==> config.mk <==
export PLATFORM = sky130hd
export DESIGN_NAME = rr_arbiter_8
export DESIGN_NICKNAME = d
export VERILOG_FILES = /design/src/rtl/rr_arbiter_8.sv
export SDC_FILE = /design/constraint.sdc
export NUM_CORES = 1
export LEC_CHECK = 0
export CAP_MARGIN = 40
export CORE_MARGIN = 1.5
export CORE_UTILIZATION = 23
export CTS_BUF_LIST = sky130_fd_sc_hd__clkbuf_2 sky130_fd_sc_hd__clkbuf_4 sky130_fd_sc_hd__clkbuf_8
export CTS_CLUSTER_DIAMETER = 150
export DETAILED_ROUTE_END_ITERATION = 10
export GPL_ROUTABILITY_DRIVEN = 0
export HOLD_SLACK_MARGIN = 0.02
export MAX_ROUTING_LAYER = met4
export PLACE_DENSITY = 0.49
export SETUP_SLACK_MARGIN = 0.5
export SYNTH_ARGS = -nofsm -noshare
export SYNTH_HDL_FRONTEND = slang
export SYNTH_SLANG_ARGS = --single-unit
==> constraint.sdc <==
create_clock -name clk -period 4.9 [get_ports clk]
set_input_delay 0.98 -clock clk [delete_from_list [all_inputs] [get_ports clk]]
set_output_delay 0.98 -clock clk [all_outputs]
set_load 0.1 [all_outputs]
==> src/rtl/rr_arbiter_8.sv <==
// Eight-way round-robin arbiter with a bounded hold time per grant.
// Every grant is followed by one idle cycle before the next grant can be issued.
module rr_arbiter_8 #(
    parameter int unsigned MAX_HOLD = 8
) (
    input  logic       clk,
    input  logic       reset,
    input  logic [7:0] req,
    input  logic       done,
    output logic [7:0] grant,
    output logic       grant_valid,
    output logic [2:0] owner,
    output logic       timeout
);

    // state | meaning
    // IDLE  | no grant held; the next request found searching up from ptr wins
    // BUSY  | one requester holds the grant until done, request drop, or hold limit
    typedef enum logic {IDLE, BUSY} state_t;

    localparam logic [3:0] HOLD_MAX = 4'(MAX_HOLD);

    state_t     state_q, state_d;
    logic [7:0] grant_d;
    logic       grant_valid_d;
    logic [2:0] owner_d;
    logic       timeout_d;
    logic [2:0] ptr_q, ptr_d;
    logic [3:0] hold_q, hold_d;

    logic [2:0] cand;
    logic [2:0] pick_idx;
    logic       pick_found;
    logic       rel_cap, rel_drop, release_now;

    always_comb begin
        cand       = '0;
        pick_idx   = '0;
        pick_found = 1'b0;
        for (int i = 0; i < 8; i++) begin
            cand = ptr_q + i[2:0];
            if (!pick_found && req[cand]) begin
                pick_idx   = cand;
                pick_found = 1'b1;
            end
        end
    end

    assign rel_cap     = (hold_q == HOLD_MAX);
    assign rel_drop    = ~req[owner];
    assign release_now = done | rel_drop | rel_cap;

    always_comb begin
        state_d       = state_q;
        grant_d       = grant;
        grant_valid_d = grant_valid;
        owner_d       = owner;
        timeout_d     = 1'b0;
        ptr_d         = ptr_q;
        hold_d        = hold_q;
        case (state_q)
            IDLE: begin
                if (pick_found) begin
                    state_d       = BUSY;
                    grant_d       = 8'b1 << pick_idx;
                    grant_valid_d = 1'b1;
                    owner_d       = pick_idx;
                    hold_d        = 4'd1;
                end
            end
            BUSY: begin
                if (release_now) begin
                    state_d       = IDLE;
                    grant_d       = '0;
                    grant_valid_d = 1'b0;
                    owner_d       = '0;
                    ptr_d         = owner + 3'd1;
                    hold_d        = '0;
                    // Timeout only flags a release forced purely by the hold limit.
                    timeout_d     = rel_cap & ~done & ~rel_drop;
                end else begin
                    hold_d = hold_q + 4'd1;
                end
            end
            default: state_d = IDLE;
        endcase
    end

    always_ff @(posedge clk) begin
        if (reset) begin
            state_q     <= IDLE;
            grant       <= '0;
            grant_valid <= 1'b0;
            owner       <= '0;
            timeout     <= 1'b0;
            ptr_q       <= '0;
            hold_q      <= '0;
        end else begin
            state_q     <= state_d;
            grant       <= grant_d;
            grant_valid <= grant_valid_d;
            owner       <= owner_d;
            timeout     <= timeout_d;
            ptr_q       <= ptr_d;
            hold_q      <= hold_d;
        end
    end

endmodule

==> metrics.sh, run 1 <==
HOLD_VIOL=0
MET2_LENGTH_MM=2.66
COUNT_OF_ANTENNA_DIODES_IN_THE_LAYOUT=0
INSERTION_DELAY_NS=0.26
DETAILEDPLACEMENTHPWL_MM=4.13
CLOCK_PATH_BUFFERS=2
CTS_BUFFERS=3
POST_SYNTHESIS_REGISTER_BIT_COUNT=21
WORSTSETUPSTARTPOINT='ptr_q[0]'
POST_SYNTH_INSTANCE_AREA_SQ_UM=2010
IO_BUFFER_COUNT=23
POST-ROUTE-CELL-AREA_SQ_UM=2550
HOLD_CRIT_PATH_TYPE='flop to flop'
FILL_CELLS=901
RSZ_0062_RAISED_AFTER_GLOBAL_ROUTING='false'
SYNTHTOPCELLSBYCOUNT='dfxtp_1 (21), nor2_1 (20), mux4_2 (17), mux2i_1 (12), nand3_1 (10)'
SYNTH_TOP_CELL_BY_AREA='dfxtp_1'
DIEAREA_SQ_UM=9310
DETAIL_ROUTE.WIRELENGTH_MM=5.41
WORST_MARGIN_SLEW_NS=0.681
HTREE_LEVELS=1
CRIT_FANOUT=14
FIRST_GLOBAL_VIAS=1826
CRITICAL_PATH_ARRIVAL_NS=3.89
FINALMAXSLEWVIOLATIONS=0
GLOBALROUTEOVERFLOWTOTAL=0
IOS=24
SYNTH-ASYNC-RESET-RATIO_PCT=0
RELSLEWSLACK_PCT=54.6
TIMING.CRITICAL_PATH.TO_TYPE='flop'
SYNTH.YOSYS.SEQ_AREA_SHARE_PCT=20.9
NETLIST.AREA_LEADER.SHARE_PCT=20.9
RR_WORST_DEPTH=9
WL_MET3_MICRONS=220
YOSYS_WARNINGS=0
CTS_TREE='yes'
SYNTH.DISTINCT_CELLS=53
SYN_INST=207
AVGROUTEDWIREPERCELL_MICRONS=16.0
SYNTH_ENABLE_FLOP_CELLS=0
NUMBER_OF_ANTENNA_VIOLATIONS_AT_THE_FIRST_CHECK_IN_GLOBAL_ROUTING=0
ROUTE.DETAILED.VIAS_PER_INST=5.31
DIE-HEIGHT_MICRONS=96.5
FIRSTDRTPASSITERS=4
CTS.CLK_SLEW.WORST_PATHS_NS=0.08
PLACE.DETAILED.INSTANCES=335
CTS_RESIZED=0
CTS.REPAIR_TIMING.SETUP_BUFFER_COUNT=0
CTS_ROOT_BUF='clkbuf_8'
START_KIND='flop'
SYNTH_COMPOUND_GATE_AREA_SHARE_PCT=19.9
MAX_FREQ_GHz=0.271
NUMCLOCKSINKS=21
TRACK_USAGE_PCT=12.8
POWER.LEAKAGE_nW=0.917
MAXCAPVIOLCOUNT=0
TOTAL_CELL_AREA_AT_THE_PLACEMENT_STAGE_SQ_UM=2500
WHS_NS=0.475
SETUP_VIOLATIONS=0
RR_STARTPOINT='ptr_q[0]'
ANTENNA_VIOLATING_NETS_POST_ROUTE=0
CELLPOWERDENSITY_nW_PER_UM2=435
MAPPEDNETLISTNETS=223
CP.REQUIRED_NS=5.10
POST_SYNTH_MAIN_AREA_CONTRIBUTORS='dfxtp_1 (21%), mux4_2 (19%), mux2i_1 (6.0%)'
HP-START='grant_valid'
FINAL_LAYOUT_SIZE_SUFFIX_GT1_SHARE_PCT=23.9
WORSTHOLDPATHCELLS=2
SKEW_NS=0.000658
MUXSHAREOFSYNTHAREA_PCT=30.6
TOTALNEGATIVESETUPSLACK_NS=0
DRT_ITER0_DRC=160
DESIGN.CORE.AREA_SQ_UM=8340
ROUTEDLENGTHMET1_MM=2.45
POST_SYNTH_AND_OR_NAND_NOR_AREA_FRACTION_PCT=17.5
POSTSYNTH.TOPFLOPCELL='dfxtp_1'
AREA_DELTA_SYNTH_FINAL_PCT=26.7
GRT_START_MAX_NET_PINS=21
STATUS='complete, no violations'
ROUTED-VIA-COUNT=1801
ADDER_AND_MAJORITY_CELL_FRACTION_OF_THE_SYNTHESIZED_AREA_PCT=3.11
PERIOD_SHARE_PCT=75.2
DOMINANT_COMBINATIONAL_CELL_FAMILY_BY_AREA_AFTER_SYNTHESIS='multiplexers'
FLOORPLAN.DIE.WIDTH_MICRONS=96.5
VDD_IR_DROP_MAX_uV=216
EFFECTIVE_UTILIZATION_AT_FLOORPLAN_PCT=24.1
AVGSYNTHCELLAREA_SQ_UM=9.71
SYNTH_AREA_IN_XOR_XNOR_PCT=2.62
ROWS=33
YOSYSMOSTFREQUENTCELL='dfxtp_1'
NUMBER_OF_REMAINING_DRC_ERRORS=0
FINAL_CRITICAL_PATH_SETUP_SLACK_NS=1.21
LAYOUTNONFILLERINSTCOUNT=339
NETS=251
CTS_HOLD_BUFFERS=0
SETUP.WORST_PATH.CLASS='flop to flop'
GRT_FIRST_PASS_WIRELENGTH_MM=9.14
TOPROUTINGLAYERUSED='met4'
POST-PLACE-WS_NS=1.00
PERIOD_MINUS_SLACK_NS=3.69
## metrics by stage
step | power, mW | util [%]
floorplan | 0.790 | -
global placement | 0.938 | 27.6
detailed placement | 0.995 | 30.0
CTS | 1.11 | 30.5
global route | 1.18 | 30.5
finish | 1.11 | 30.5
## area by class of cell
type	instances	area, sq um	share of cell area [%]
flip-flops and latches	21	420	16.5
clock buffers	3	41.3	1.62
clock inverters	1	5.00	0.197
well taps	105	131	5.16
inverters	7	26.3	1.03
multi-input cells	164	1480	58.2
repair buffers	38	440	17.3
## metal layers
layer  vias to the layer above  global-route usage (%)
met2                        45                    21.1
met5                         -                       -
met3                         8                    1.88
met4                         0                    2.66
met1                       880                    16.7
li1                        868                       -
## flip-flops by register name, indices dropped and copies added (netlist names)
register     count
state_q          1
ptr_q            3
owner            3
grant            8
timeout          1
grant_valid      1
hold_q           4
## logic make-up after synthesis
kind of cell,count (synthesis)
flip-flops,21
multiplexers,39
AO/OA/AOI/OAI,48
buffers and inverters,22
adder cells (fa/ha/maj),5
XOR/XNOR,6
AND/OR/NAND/NOR,66
## report_power, final
part / internal, mW / total, mW / leakage (nW) / switching, mW
Sequential: 0.197 / 0.231 / 0.171 / 0.0338
Clock: 0.0566 / 0.112 / 0.0255 / 0.0556
Combinational: 0.316 / 0.764 / 0.721 / 0.449
Total: 0.569 / 1.11 / 0.917 / 0.538
## worst paths after layout
check	to	slack (ns)
worst min-delay path	grant_valid	0.48
worst max register to register	owner[1]	1.21
worst min register to register	grant_valid	0.48
worst max-delay path	owner[1]	1.21
## placed cells by master (no fill, tap or decap), drive strengths merged, types with 4 or more instances in the layout
| cell | Yosys | final |
|---|---|---|
| a21oi | 6 | 6 |
| a22o | 5 | 5 |
| a31oi | 4 | 4 |
| a32o | 4 | 4 |
| and3 | 4 | 4 |
| buf | 11 | 15 |
| clkdlybuf4s50 | 0 | 23 |
| dfxtp | 21 | 21 |
| ha | 5 | 5 |
| inv | 6 | 6 |
| mux2 | 10 | 10 |
| mux2i | 12 | 12 |
| mux4 | 17 | 17 |
| nand2 | 8 | 8 |
| nand3 | 10 | 10 |
| nor2 | 21 | 21 |
| nor2b | 6 | 6 |
| o2bb2ai | 4 | 4 |
| xor2 | 4 | 4 |
## critical path: stages, from the launching register on
cell,delay (ns)
dfxtp_1,0.34
clkinv_1,0.23
ha_1,0.77
mux2_2,0.43
mux4_2,0.51
or4_4,0.45
a22oi_2,0.17
nand2_1,0.11
a221oi_2,0.44
a22o_1,0.20
(Power assumes the default switching activity.)
==> run 2: changes to the inputs <==
==> constraint.sdc (replaced) <==
create_clock -name clk -period 3.6 [get_ports clk]
set_input_delay 0.72 -clock clk [delete_from_list [all_inputs] [get_ports clk]]
set_output_delay 0.72 -clock clk [all_outputs]
set_load 0.1 [all_outputs]
==> run 2 against run 1 <==
Register-to-register slack got worse by 0.65 ns. Sequential power grew 35%. Worst setup slack worse by 0.65 ns. Count of clock-buffer cells in the layout unchanged. Design area increased by 13%. Via count up 3.7%. First-iteration DRC count decreased by 49%. Largest cell class unchanged.
==> metrics.sh, run 2 (synthesized netlist as in run 1, its figures left out) <==
STATUS='complete, no violations'
NUMBER_OF_REMAINING_DRC_ERRORS=0
CLOCK_PATH_BUFFERS=2
SETUP_VIOLATIONS=0
INSERTION_DELAY_NS=0.26
FLOORPLAN.DIE.WIDTH_MICRONS=96.5
FINAL_CORE_AREA_UTILIZATION_PCT=34.5
ANTENNA_VIOLATING_NETS_POST_ROUTE=0
SHARE_OF_POWER_BURNED_IN_REGISTERS_PCT=18.7
CTS_ROOT_BUF='clkbuf_8'
WORST_MARGIN_SLEW_NS=0.607
LARGEST_REGISTER_FFS=8
CTS_TREE='yes'
NETS=275
DIE-HEIGHT_MICRONS=96.5
SEQCELLAREA_SQ_UM=425
EFFECTIVE_UTILIZATION_AT_FLOORPLAN_PCT=24.1
GLOBALROUTEOVERFLOWTOTAL=0
BIGGESTREGSBYFLOPS='grant: 8 flops, hold_q: 4 flops'
DETAIL_ROUTE.WIRELENGTH_MM=5.39
MAXCAPVIOLCOUNT=0
TOTALPOWERFINAL_mW=1.66
HOLD_CRIT_PATH_TYPE='flop to flop'
PERIOD_SHARE_PCT=84.4
P_SW_mW=0.773
FIRSTDRTPASSITERS=4
TOTALNEGATIVESETUPSLACK_NS=0
GRT_FIRST_PASS_WIRELENGTH_MM=9.14
HOLD_VIOL=0
HTREE_LEVELS=1
NUMCLOCKSINKS=21
FINAL_LAYOUT_SIZE_SUFFIX_GT1_SHARE_PCT=36.0
CLOCKPOWERSHARE_PCT=9.2
CRIT_FANOUT=7
LAYOUT_COMMON_CELLS='buf_4 (23), nor2_1 (20), dfxtp_1 (19)'
REGISTER_NAME_WITH_THE_MOST_FLOPS='grant'
SETUP.WORST_PATH.CLASS='flop to flop'
MAX_FREQ_GHz=0.329
FINALMAXSLEWVIOLATIONS=0
RELSLEWSLACK_PCT=59.4
ROUTED-VIA-COUNT=1867
CELLINTERNALPOWER_mW=0.890
RSZ_0062_RAISED_AFTER_GLOBAL_ROUTING='true'
DRT_ITER0_DRC=82
IO_BUFFER_COUNT=23
MOSTFREQUENTLAYOUTCELL='buf_4'
AREA_DELTA_SYNTH_FINAL_PCT=43.2
PERIOD_MINUS_SLACK_NS=3.04
TOTAL_CELL_AREA_AT_THE_PLACEMENT_STAGE_SQ_UM=2600
FILL_CELLS=850
START_KIND='flop'
DESIGN.CORE.AREA_SQ_UM=8340
ROWS=33
NUMBER_OF_ANTENNA_VIOLATIONS_AT_THE_FIRST_CHECK_IN_GLOBAL_ROUTING=0
COUNT_OF_ANTENNA_DIODES_IN_THE_LAYOUT=0
VDD_IR_DROP_MAX_uV=404
CTS_BUFFERS=3
DETAILEDPLACEMENTHPWL_MM=3.99
MULTI_INPUT_AREA_SQ_UM=1590
CELLPOWERDENSITY_nW_PER_UM2=578
CTS.CLK_SLEW.WORST_PATHS_NS=0.08
AVGROUTEDWIREPERCELL_MICRONS=14.8
COMBINATIONALPOWERSHARE_PCT=72.1
POST-ROUTE-CELL-AREA_SQ_UM=2880
IOS=24
ROUTE.DETAILED.VIAS_PER_INST=5.14
GRT_START_MAX_NET_PINS=21
FINAL_CRITICAL_PATH_SETUP_SLACK_NS=0.560
POWER.LEAKAGE_nW=1.13
POST-PLACE-WS_NS=0.119
DIEAREA_SQ_UM=9310
FIRST_GLOBAL_VIAS=1827
CTS_HOLD_BUFFERS=0
SKEW_NS=0.00251
POWER.SHARE.SWITCHING_PCT=46.5
CRITICAL_PATH_ARRIVAL_NS=3.20
TRACK_USAGE_PCT=12.6
TIMING.CRITICAL_PATH.TO_TYPE='flop'
CP.REQUIRED_NS=3.76
[run 2: cell types whose count changed in the layout (fill, tap and decap cells not counted), sizes merged]
cell	before	now
buf	15	40
clkdlybuf4s50	23	14
dlymetal6s2s	0	6
dlygate4sd2	0	2
[run 2: timing repair]
action / in CTS / in global routing
setup buffers: 6 / 7
setup endpoints to repair: 12 / 15
pin swaps: 6 / 14
gates resized for setup: 10 / 22
[run 2: worst paths after layout]
| kind | cells after the start | from | to | slack [ns] |
|---|---|---|---|---|
| max | 9 | ptr_q[0] | grant[0] | 0.56 |
| min | 1 | grant[7] | grant[7] | 0.47 |
| max reg2reg | 9 | ptr_q[0] | grant[0] | 0.56 |
| min reg2reg | 1 | grant[7] | grant[7] | 0.47 |
[run 2: critical path, stage by stage, from the launching register on]
cell	delay, ns
dfxtp_4	0.39
clkinv_8	0.05
ha_4	0.32
mux2_4	0.32
mux4_2	0.48
or4_4	0.44
a22oi_2	0.23
nand2_2	0.10
a221o_1	0.40
a22o_1	0.20
[run 2: layout make-up]
type / instances / area share (%)
Multi-Input combinational cell: 164 / 55.3
Timing Repair Buffer: 62 / 22.4
Sequential cell: 21 / 14.8
Tap cell: 105 / 4.57
Clock buffer: 3 / 1.43
Inverter: 7 / 1.35
Clock inverter: 1 / 0.174
[run 2: power by group through the flow]
| stage | combinational [mW] | clock (mW) | sequential (mW) |
|---|---|---|---|
| after floorplan | 0.610 | 0 | 0.490 |
| after CTS | 1.11 | 0.160 | 0.310 |
| final | 1.20 | 0.153 | 0.311 |
| after global placement | 0.984 | 0 | 0.316 |
| after detailed placement | 1.05 | 0 | 0.314 |
| after global routing | 1.28 | 0.173 | 0.317 |
[run 2: per-layer routing]
layer,share of wire [%],routed length (microns),global-route usage (%),vias up
met5,0,0,-,-
met4,0.84,45,1.69,0
met3,3.8,203,1.64,4
met2,48,2600,20.7,35
met1,47,2540,17.1,912
li1,-,-,-,916
[run 2: stage by stage]
stage / cells / hold WS [ns]
after floorplan: 207 / 0.458
after global placement: 334 / 0.456
after detailed placement: 346 / 0.453
after CTS: 356 / 0.475
after global routing: 363 / 0.498
final: 363 / 0.471
